<file path="src/rtl/gpdout_arb_if.sv">
// Request/write-port bundle between the GP data-out arbiter and its requesters.
// The master side is the requester cluster (and sees the register write port),
// the slave side is the arbiter itself.
interface gpdout_arb_if #(
  parameter int NREQ = 2
);
  localparam int IDW = (NREQ > 1) ? $clog2(NREQ) : 1;

  logic [NREQ-1:0]    req_valid;
  logic [NREQ-1:0]    req_ready;
  logic [NREQ-1:0]    req_lock;
  logic [4*NREQ-1:0]  req_wen;
  logic [32*NREQ-1:0] req_data;
  logic               out_en;
  logic [3:0]         out_wen;
  logic [31:0]        out_dout;
  logic [IDW-1:0]     grant_id;
  logic               busy;

  modport master (
    output req_valid, req_lock, req_wen, req_data,
    input  req_ready, out_en, out_wen, out_dout, grant_id, busy
  );

  modport slave (
    input  req_valid, req_lock, req_wen, req_data,
    output req_ready, out_en, out_wen, out_dout, grant_id, busy
  );
endinterface

</file>
<file path="src/rtl/gpdout_arb.sv">
// Round-robin arbiter in front of the single GP data-out register write port.
// One beat is accepted per cycle; the accepted beat is presented on out_* one
// cycle later. A requester may lock the grant for a short burst, bounded both
// by a beat count and by an idle timeout so a stalled owner cannot starve others.
module gpdout_arb #(
  parameter int NREQ         = 2,
  parameter int LOCK_MAX     = 4,
  parameter int LOCK_TIMEOUT = 16
) (
  input  logic        clk,
  input  logic        reset,
  gpdout_arb_if.slave bus
);
  localparam int IDW = (NREQ > 1) ? $clog2(NREQ) : 1;
  localparam logic [IDW-1:0] ID_ZERO = IDW'(0);
  localparam logic [IDW-1:0] ID_ONE  = IDW'(1);
  localparam logic [IDW-1:0] ID_LAST = IDW'(NREQ - 1);

  typedef enum logic [0:0] {
    ST_IDLE   = 1'b0,
    ST_LOCKED = 1'b1
  } state_t;

  state_t          state_r, state_n;
  logic [IDW-1:0]  ptr_r, ptr_n;
  logic [IDW-1:0]  owner_r, owner_n;
  logic [3:0]      beat_r, beat_n;
  logic [7:0]      idle_r, idle_n;

  logic            hi_found_s, lo_found_s;
  logic [IDW-1:0]  hi_id_s, lo_id_s;
  logic            sel_found_s;
  logic [IDW-1:0]  sel_id_s;
  logic [NREQ-1:0] req_ready_s;
  logic            sel_lock_s;
  logic [3:0]      sel_wen_s;
  logic [31:0]     sel_data_s;

  logic            out_en_r;
  logic [3:0]      out_wen_r;
  logic [31:0]     out_dout_r;
  logic [IDW-1:0]  grant_id_r;
  logic            busy_r;

  // Successor of a requester index, wrapping at NREQ.
  function automatic logic [IDW-1:0] next_id(input logic [IDW-1:0] id);
    logic [IDW-1:0] nxt;
    if (id >= ID_LAST) begin
      nxt = ID_ZERO;
    end else begin
      nxt = id + ID_ONE;
    end
    return nxt;
  endfunction

  // Lowest valid requester at/above ptr and lowest valid requester below ptr.
  always_comb begin
    hi_found_s = 1'b0;
    hi_id_s    = ID_ZERO;
    lo_found_s = 1'b0;
    lo_id_s    = ID_ZERO;
    for (int k = NREQ - 1; k >= 0; k--) begin
      if (bus.req_valid[k]) begin
        if (IDW'(k) >= ptr_r) begin
          hi_found_s = 1'b1;
          hi_id_s    = IDW'(k);
        end else begin
          lo_found_s = 1'b1;
          lo_id_s    = IDW'(k);
        end
      end else begin
        hi_found_s = hi_found_s;
      end
    end
  end

  // Pick the requester that transfers this cycle; the owner is the only candidate while locked.
  always_comb begin
    sel_found_s = 1'b0;
    sel_id_s    = ID_ZERO;
    if (reset) begin
      sel_found_s = 1'b0;
    end else if (state_r == ST_LOCKED) begin
      sel_found_s = bus.req_valid[owner_r];
      sel_id_s    = owner_r;
    end else if (hi_found_s) begin
      sel_found_s = 1'b1;
      sel_id_s    = hi_id_s;
    end else if (lo_found_s) begin
      sel_found_s = 1'b1;
      sel_id_s    = lo_id_s;
    end else begin
      sel_found_s = 1'b0;
    end
  end

  // Ready decode and mux of the selected requester's lock/wen/data.
  always_comb begin
    req_ready_s = {NREQ{1'b0}};
    sel_lock_s  = 1'b0;
    sel_wen_s   = 4'b0000;
    sel_data_s  = 32'h0000_0000;
    for (int k = 0; k < NREQ; k++) begin
      if (sel_id_s == IDW'(k)) begin
        req_ready_s[k] = sel_found_s;
        sel_lock_s     = bus.req_lock[k];
        sel_wen_s      = bus.req_wen[4*k +: 4];
        sel_data_s     = bus.req_data[32*k +: 32];
      end else begin
        req_ready_s[k] = 1'b0;
      end
    end
  end

  // Arbitration state: pointer advance, lock entry, beat limit and idle timeout.
  always_comb begin
    state_n = state_r;
    ptr_n   = ptr_r;
    owner_n = owner_r;
    beat_n  = beat_r;
    idle_n  = idle_r;
    case (state_r)
      ST_IDLE: begin
        if (sel_found_s) begin
          ptr_n = next_id(sel_id_s);
          if (sel_lock_s && (LOCK_MAX > 1)) begin
            state_n = ST_LOCKED;
            owner_n = sel_id_s;
            beat_n  = 4'd1;
            idle_n  = 8'd0;
          end else begin
            state_n = ST_IDLE;
          end
        end else begin
          state_n = ST_IDLE;
        end
      end
      ST_LOCKED: begin
        if (sel_found_s) begin
          beat_n = beat_r + 4'd1;
          idle_n = 8'd0;
          if (!sel_lock_s || (beat_r + 4'd1 == 4'(LOCK_MAX))) begin
            state_n = ST_IDLE;
            ptr_n   = next_id(owner_r);
          end else begin
            state_n = ST_LOCKED;
          end
        end else begin
          idle_n = idle_r + 8'd1;
          if (idle_r + 8'd1 == 8'(LOCK_TIMEOUT)) begin
            state_n = ST_IDLE;
            ptr_n   = next_id(owner_r);
          end else begin
            state_n = ST_LOCKED;
          end
        end
      end
      default: begin
        state_n = ST_IDLE;
      end
    endcase
  end

  // Arbitration state registers.
  always_ff @(posedge clk) begin
    if (reset) begin
      state_r <= ST_IDLE;
      ptr_r   <= ID_ZERO;
      owner_r <= ID_ZERO;
      beat_r  <= 4'd0;
      idle_r  <= 8'd0;
    end else begin
      state_r <= state_n;
      ptr_r   <= ptr_n;
      owner_r <= owner_n;
      beat_r  <= beat_n;
      idle_r  <= idle_n;
    end
  end

  // Output stage: a beat with any byte enabled becomes a one-cycle write strobe.
  always_ff @(posedge clk) begin
    if (reset) begin
      out_en_r   <= 1'b0;
      out_wen_r  <= 4'b0000;
      out_dout_r <= 32'h0000_0000;
      grant_id_r <= ID_ZERO;
      busy_r     <= 1'b0;
    end else begin
      busy_r <= (state_n == ST_LOCKED);
      if (sel_found_s && (sel_wen_s != 4'b0000)) begin
        out_en_r   <= 1'b1;
        out_wen_r  <= sel_wen_s;
        out_dout_r <= sel_data_s;
        grant_id_r <= sel_id_s;
      end else begin
        out_en_r <= 1'b0;
      end
    end
  end

  assign bus.req_ready = req_ready_s;
  assign bus.out_en    = out_en_r;
  assign bus.out_wen   = out_wen_r;
  assign bus.out_dout  = out_dout_r;
  assign bus.grant_id  = grant_id_r;
  assign bus.busy      = busy_r;
endmodule

</file>
<file path="src/flat_wrapper.sv">
// flat-port wrapper written by rule: the top's interface ports become plain ports
module gpdout_arb_flat 
#(
  parameter int NREQ         = 2,
  parameter int LOCK_MAX     = 4,
  parameter int LOCK_TIMEOUT = 16
)
  (clk, reset, bus_req_valid, bus_req_lock, bus_req_wen, bus_req_data, bus_req_ready, bus_out_en, bus_out_wen, bus_out_dout, bus_grant_id, bus_busy);
  gpdout_arb_if #(.NREQ(NREQ)) bus_i ();
  input  logic clk;
  input  logic reset;
  input wire logic [$bits(bus_i.req_valid)-1:0] bus_req_valid;
  input wire logic [$bits(bus_i.req_lock)-1:0] bus_req_lock;
  input wire logic [$bits(bus_i.req_wen)-1:0] bus_req_wen;
  input wire logic [$bits(bus_i.req_data)-1:0] bus_req_data;
  output wire logic [$bits(bus_i.req_ready)-1:0] bus_req_ready;
  output wire logic [$bits(bus_i.out_en)-1:0] bus_out_en;
  output wire logic [$bits(bus_i.out_wen)-1:0] bus_out_wen;
  output wire logic [$bits(bus_i.out_dout)-1:0] bus_out_dout;
  output wire logic [$bits(bus_i.grant_id)-1:0] bus_grant_id;
  output wire logic [$bits(bus_i.busy)-1:0] bus_busy;
  assign bus_i.req_valid = bus_req_valid;
  assign bus_i.req_lock = bus_req_lock;
  assign bus_i.req_wen = bus_req_wen;
  assign bus_i.req_data = bus_req_data;
  assign bus_req_ready = bus_i.req_ready;
  assign bus_out_en = bus_i.out_en;
  assign bus_out_wen = bus_i.out_wen;
  assign bus_out_dout = bus_i.out_dout;
  assign bus_grant_id = bus_i.grant_id;
  assign bus_busy = bus_i.busy;
  gpdout_arb #(.NREQ(NREQ), .LOCK_MAX(LOCK_MAX), .LOCK_TIMEOUT(LOCK_TIMEOUT)) u_core (.clk(clk), .reset(reset), .bus(bus_i));
endmodule
</file>
<file path="config.mk">
export PLATFORM = sky130hd
export DESIGN_NAME = gpdout_arb_flat
export DESIGN_NICKNAME = d
export VERILOG_FILES = /design/src/rtl/gpdout_arb_if.sv /design/src/rtl/gpdout_arb.sv /design/src/flat_wrapper.sv
export SDC_FILE = /design/constraint.sdc
export NUM_CORES = 1
export LEC_CHECK = 0
export CAP_MARGIN = 15
export CORE_MARGIN = 5
export CORE_UTILIZATION = 25
export DETAILED_ROUTE_END_ITERATION = 8
export PLACE_DENSITY = 0.49
export SLEW_MARGIN = 20
export SYNTH_ARGS = -nofsm -noshare
export SYNTH_HDL_FRONTEND = slang
export SYNTH_SLANG_ARGS = --single-unit
</file>
<file path="constraint.sdc">
create_clock -name clk -period 4.2 [get_ports clk]
set_clock_uncertainty 0.15 [all_clocks]
set_input_delay 0.84 -clock clk [delete_from_list [all_inputs] [get_ports clk]]
set_output_delay 0.84 -clock clk [all_outputs]
set_load 0.02 [all_outputs]
</file>
==> results of run 1 <==
path summary, 6_finish.rpt:
path         depth (start not counted)                     end
max                                  5        bus_req_ready[1]
min                                  1        u_core.idle_r[7]
max reg2reg                          8  u_core.bus.out_dout[7]
min reg2reg                          1        u_core.idle_r[7]
cells in the mapped netlist (all sizes together) (3+ instances only):
library cell / number / area [um2]
nor2b: 5 / 31.28
o211ai: 3 / 22.52
nor3: 3 / 15.01
a211oi: 3 / 22.52
o21a: 5 / 45.04
a31oi: 40 / 250.2
nand2b: 3 / 26.27
buf: 27 / 188.9
ha: 3 / 37.54
nand2: 84 / 315.3
clkbuf: 7 / 26.28
nand3: 6 / 30.03
mux2i: 4 / 52.55
dfxtp: 53 / 1061
a311oi: 37 / 518.0
o21ai: 11 / 62.56
and3: 3 / 18.77
inv: 5 / 18.77
a21oi: 11 / 55.05
nor2: 8 / 30.03
worst reg2reg max path, delay by kind of cell, from the launching register on:
kind | cells | cell delay [ns]
compound gates | 2 | 0.38
buf+inv | 3 | 0.90
flops | 1 | 0.51
simple gates | 3 | 0.57
logic make-up (layout without fill, tap and decap cells):
group / after synthesis / count (layout)
xor+xnor: 1 / 1
simple gates: 119 / 119
buf+inv: 39 / 141
mux: 4 / 4
compound gates: 118 / 118
fa+ha+maj: 3 / 3
flops: 53 / 53
layout make-up:
cell class                      instances  area, um2
Sequential cell                        53       1061
Fill cell                            1212       7163
Multi-Input combinational cell        245       1700
Timing Repair Buffer                  128       1251
Tap cell                              143      178.9
Inverter                                5      18.77
Clock buffer                            5      125.1
Clock inverter                          3      17.52
registers in the layout, summed over array words and instances (netlist names):
name                 count
u_core.beat_r            4
u_core.bus.out_en        1
u_core.idle_r            8
u_core.state_r           1
u_core.bus.out_wen       4
u_core.bus.out_dout     32
u_core.owner_r           1
u_core.bus.grant_id      1
u_core.ptr_r             1
layer usage:
| metal | share of wire [%] | routed length, um |
|---|---|---|
| met1 | 46 | 4622 |
| met2 | 47 | 4799 |
| met3 | 6.1 | 619 |
| met4 | 0.98 | 99 |
| met5 | 0 | 0 |
stage by stage:
stage	worst slack [ns]	instances	utilization, %
4_1_cts	0.6218	582	37.80
2_1_floorplan	1.156	337	-
3_3_place_gp	0.6452	574	36.56
3_5_place_dp	0.6127	574	36.56
5_1_grt	0.4887	582	37.80
6_report	0.6061	582	37.80
power groups by stage:
stage	Sequential, mW	Combinational, mW	Clock [mW]
2_1_floorplan	0.618	0.202	0
3_3_place_gp	0.578	0.430	0
3_5_place_dp	0.579	0.434	0
4_1_cts	0.568	0.434	0.425
5_1_grt	0.572	0.463	0.444
6_report	0.568	0.430	0.407
==> summary.md, run 1 <==
| Metric | Value |
|---|---|
| Status | completed |
| Starting Density | about 26% |
| Die width | between 100 and 150 um |
| Max Cap Violations | 0 |
| M1 GR Usage | 16.89% |
| CP max stage delay | 0.63 ns |
| Yosys cell types | between 40 and 50 |
| Hold WC Path Type | reg -> reg |
| Site row count | 39 |
| Sequential share of power | 40.4% |
| Core ar. | roughly 12000 um2 |
| P&R area growth vs syn | 46.55% |
| Root buf cell | clkbuf_16 |
| Sw frac | between 30 and 40% |
| Final hold viol count | 0 |
| Final Slew Violations | 0 |
| Post-synth EDFFs | 0 |
| Pin slew with the least headroom to its limit | ~0.83 ns |
| Max clock buf depth | 2 |
| Post-Layout Inst Area | 4353 um2 |
| Yosys warns | 0 |
| Hold path startpoint | u_core.idle_r[7] |
| Clock sinks | 53 |
| Avg WL per Cell | ~17 um |
| Startpoint class of the critical path | primary input |
| Mux contribution to synthesized area | under 10% |
| Syn Nets | between 400 and 500 |
| CP top delay family | buffers and inverters |
| Antenna Violating Nets Remaining | 0 |
| Peak VDD IR | 0.1662 mV |
| Post-DP Area | around 4200 um2 |
| Worst-path fanout max | 4 |
| Asr flop ratio synth | 0% |
| WP data required | approximately 3.2 ns |
| Mapped Cells | 337 |
| First-pass GRT wire length | roughly 16 mm |
| Most common cell after layout, fill and taps aside | clkdlybuf4s50_1 |
| Share of layout cells above drive strength 1 | about 14% |
| Synthesized area per cell | between 8 and 9 um2 |
| Final Power | roughly 1.4 mW |
| Main combinational cell family by area after synthesis | compound AO/OA/AOI/OAI gates |
| RePlAce Congestion | 0.8177 |
| XOR/XNOR share of the synthesized area | less than 1% |
| P_sw | roughly 440 uW |
| Skew-Pair Late Insertion Delay | around 0.29 ns |
| Die height | around 120 um |
| Vias in the first global route | 3167 |
| Worst-path cell chain | clkdlybuf4s50_1, a21boi_1, o221ai_1, nor3_1, clkdlybuf4s50_1 |
| Setup CP Type | in -> out |
| Final nets | roughly 520 |
| Iter 0 DRT Violations | 179 |
| WL final | between 10 and 15 mm |
| Worst path bufs/invs | 2 |
| Final hold slack | 0.3229 ns |
| Logic pwr share | around 31% |
| Synth Area in Simple Gates | between 10% and 20% |
| Residual DRC | 0 |
| Reg-to-reg slack, setup | between 1.5 and 2 ns |
| #FFs+latches synth | 53 |
| Clock-pin transition on the worst setup and hold timing paths | 0.07 ns |
| RSZ-0062 raised after global routing | no |
| Post-CTS Setup Bufs | 0 |
| Met3 Usage GRT | between 3 and 4% |
| CTS tree | built |
| CP dominant cell by count | clkdlybuf4s50_1 |
| Power per Cell Area | about 320 nW/um2 |
| GRT Util Overall | 13.81% |
| Met2 GRT Util | approximately 24% |
| GRT busiest layer | met2 |
| Worst Setup End Kind | primary output |
| Via Count | between 2000 and 3000 |
| Fmax achieved | about 0.28 GHz |
| Hold_buf cts | 0 |
| Hpwl dp | just under 7 mm |
| Commonest non-fill, non-tap cells in the layout | 117 x clkdlybuf4s50_1, 84 x nand2_1, 53 x dfxtp_1 |
| Final min period | roughly 3.6 ns |
| Grt ovf | 0 |
| Fin crit share | 85.57% |
| P_leak | roughly 1.5 nW |
| PostCTS Resize Cnt | 0 |
| Sequential area share after synthesis | 35.72% |
| Die area | 14160 um2 |
| Int Pwr | approximately 970 uW |
| Clock share of power | 29.0% |
| IO Port Bufs | 118 |
| Post-Syn Area | between 2000 and 3000 um2 |
| R2r startpoint | u_core.state_r |
| Rel. slew slack | between 40% and 50% |
| Largest net degree at the start of global routing | 54 |
| Setup TNS Final | 0 ns |
| Final antenna diode count | 0 |
| CP Launch Point | bus_req_valid[0] |
| Synth Area in Adders | 1.264% |
| Vias per cell | 5.137 |
| IO Pins | between 100 and 150 |
| Cts bufs inserted | 5 |
| H-tree levels | 2 |
| Worst Path Arrival | approximately 2.6 ns |
| Initial antenna violation count | 0 |
| Main synth FF type | dfxtp_1 |
| Complex-gate fraction of the synthesized area | between 30% and 40% |
| Slowest cell on crit path | clkdlybuf4s50_1 |
| Count of final setup violators | 0 |
| Drt first pass iters | 4 |
(Power assumes the default switching activity.)
==> run 2: changes to the inputs <==
--- a/config.mk
+++ b/config.mk
@@ -10,6 +10,7 @@
 export CORE_UTILIZATION = 25
 export DETAILED_ROUTE_END_ITERATION = 8
 export PLACE_DENSITY = 0.49
+export RECOVER_POWER = 25
 export SLEW_MARGIN = 20
 export SYNTH_ARGS = -nofsm -noshare
 export SYNTH_HDL_FRONTEND = slang
==> run 2 against run 1 <==
Critical path depth stayed put. Core utilization stayed put. Clock power hardly changed. Largest cell class unchanged.
==> summary.md, run 2 (synthesis results as in run 1) <==
| Metric | Value |
|---|---|
| Final hold viol count | 0 (unchanged) |
| Sequential share of power | 40.6% (was 40.4%) |
| Worst hold path cell count | 1 (unchanged) |
| Max Cap Violations | 0 (unchanged) |
| Worst Path Arrival | 2.60 ns (about the same) |
| Skew-Pair Late Insertion Delay | 0.29 ns (about the same) |
| Worst-path fanout max | 4 (unchanged) |
| R2r startpoint | u_core.state_r (unchanged) |
| Register area | 1061 um2 (unchanged) |
| WL final | 10.13 mm (was 10.14 mm) |
| Grt ovf | 0 (unchanged) |
| Setup CP Type | in -> out (unchanged) |
| Reg-to-reg slack, setup | 1.60 ns (about the same) |
| Post-DP Area | 4210 um2 (unchanged) |
| RSZ-0062 raised after global routing | no (unchanged) |
| Residual DRC | 0 (unchanged) |
| WP data required | 3.21 ns (about the same) |
| Met2 GRT Util | 24.06% (unchanged) |
| Avg WL per Cell | 17.40 um (was 17.42 um) |
| Commonest non-fill, non-tap cells in the layout | 94 x clkdlybuf4s50_1, 84 x nand2_1, 53 x dfxtp_1 (was 117 x clkdlybuf4s50_1, 84 x nand2_1, 53 x dfxtp_1) |
| Die area | 14160 um2 (unchanged) |
| Largest net degree at the start of global routing | 54 (unchanged) |
| Core ar. | 11520 um2 (unchanged) |
| M1 GR Usage | 16.89% (unchanged) |
| Fin crit share | 85.57% (about the same) |
| Logic pwr share | 30.2% (was 30.6%) |
| Clock sinks | 53 (unchanged) |
| Root buf cell | clkbuf_16 (unchanged) |
| GRT Util Overall | 13.81% (unchanged) |
| P&R area growth vs syn | 46.55% (unchanged) |
| Post-Layout Inst Area | 4353 um2 (unchanged) |
| Final nets | 519 (unchanged) |
| Site row count | 39 (unchanged) |
| Power per Cell Area | 320.8 nW/um2 (was 322.7 nW/um2) |
| Clock-pin transition on the worst setup and hold timing paths | 0.07 ns (about the same) |
| Hold WC Path Type | reg -> reg (unchanged) |
| Die height | 119 um (unchanged) |
| Antenna Violating Nets Remaining | 0 (unchanged) |
| Pin slew with the least headroom to its limit | 0.8341 ns (was 0.8328 ns) |
| Share of layout cells above drive strength 1 | 13.90% (unchanged) |
| IO Port Bufs | 118 (unchanged) |
| Status | completed (unchanged) |
| Worst Setup End Kind | primary output (unchanged) |
| Final antenna diode count | 0 (unchanged) |
| Largest register FFs | 32 (unchanged) |
| Max clock buf depth | 2 (unchanged) |
| Iter 0 DRT Violations | 183 (was 179) |
| Fmax achieved | 0.2783 GHz (about the same) |
| Hold_buf cts | 0 (unchanged) |
| Via Count | 2984 (was 2990) |
| Die width | 119 um (unchanged) |
| Hpwl dp | 6.817 mm (unchanged) |
| Sw frac | 31.32% (was 31.19%) |
| Rel. slew slack | 44.39% (was 44.48%) |
| IO Pins | 119 (unchanged) |
| Worst Slack Setup Final | 0.6061 ns (about the same) |
| Peak VDD IR | 0.1661 mV (was 0.1662 mV) |
| Post-CTS Setup Bufs | 0 (unchanged) |
| Hold Path Sink | u_core.idle_r[7] (unchanged) |
| Drt first pass iters | 4 (unchanged) |
| Dpl cells | 574 (unchanged) |
| CTS tree | built (unchanged) |
| Area of the multi-input gates | 1700 um2 (unchanged) |
| Final Slew Violations | 0 (unchanged) |
| GRT busiest layer | met2 (unchanged) |
| PostCTS Resize Cnt | 0 (unchanged) |
| H-tree levels | 2 (unchanged) |
| Most common cell after layout, fill and taps aside | clkdlybuf4s50_1 (unchanged) |
| Setup TNS Final | 0 ns (unchanged) |
| Fillers | 1212 (unchanged) |
| P_sw | 437.4 uW (was 438.1 uW) |
| Hold path startpoint | u_core.idle_r[7] (unchanged) |
| Worst Reg-to-Reg Cells | 8 (unchanged) |
| Met3 Usage GRT | 3.602% (unchanged) |
| Vias per cell | 5.127 (was 5.137) |
| Int Pwr | 959.1 uW (was 966.5 uW) |
| Initial antenna violation count | 0 (unchanged) |
| RePlAce Congestion | 0.8177 (unchanged) |
| FF-to-FF End | u_core.bus.out_dout[7] (unchanged) |
| P_leak | 1.531 nW (was 1.478 nW) |
| Cts bufs inserted | 5 (unchanged) |
| Count of final setup violators | 0 (unchanged) |
| Pre-CTS setup slack | 0.6127 ns (unchanged) |
| Vias in the first global route | 3167 (unchanged) |
| Clock share of power | 29.2% (was 29.0%) |
| Fin cells | 582 (unchanged) |
| First-pass GRT wire length | 16.32 mm (unchanged) |
| Startpoint class of the critical path | primary input (unchanged) |
| Final min period | 3.594 ns (about the same) |
| Starting Density | 25.79% (unchanged) |
| Final Util | 37.80% (unchanged) |
## run 2: cell types whose count changed in the layout (fill, tap and decap cells not counted)
cell             delta
clkdlybuf4s50_1    -23
dlygate4sd3_1      +23
## run 2: metrics by stage
stage | power [mW] | hold slack (ns)
floorplan | 0.8198 | 0.2818
global placement | 1.008 | 0.3086
detailed placement | 1.013 | 0.3078
CTS | 1.427 | 0.3223
global route | 1.472 | 0.3699
finish | 1.396 | 0.3229
## run 2: area by class of cell
cell class	instances	area share, %
clock buffer	5	2.874
sequential	53	24.37
clock inverter	3	0.4024
inverter	5	0.4312
timing repair buffer	128	28.74
multi-input combinational	245	39.06
tap	143	4.110
## run 2: metal layers
| metal | part of all wire (%) | wire length, um |
|---|---|---|
| met5 | 0 | 0 |
| met4 | 0.98 | 99 |
| met3 | 6.1 | 613 |
| met2 | 47 | 4787 |
| met1 | 46 | 4625 |
## run 2: worst max path at each step
stage                                 from          endpoint  cells after the start
final                     bus_req_valid[0]  bus_req_ready[1]                      5
after CTS                 bus_req_valid[0]  bus_req_ready[1]                      5
after detailed placement  bus_req_valid[0]  bus_req_ready[1]                      5
after global routing      bus_req_valid[0]  bus_req_ready[1]                      5
after floorplan                      reset  bus_req_ready[1]                      6
after global placement    bus_req_valid[0]  bus_req_ready[1]                      5
## run 2: critical path, stage by stage
cell	delay, ns
clkdlybuf4s50_1	0.50
a21boi_1	0.22
o221ai_1	0.19
nor3_1	0.22
clkdlybuf4s50_1	0.63
## run 2: power by group through the flow
stage          sequential, mW  clock, mW  combinational, mW
5_1_grt                 0.572      0.444              0.456
2_1_floorplan           0.618          0              0.202
3_5_place_dp            0.579          0              0.434
4_1_cts                 0.568      0.425              0.434
6_report                0.567      0.408              0.422
3_3_place_gp            0.578          0              0.430
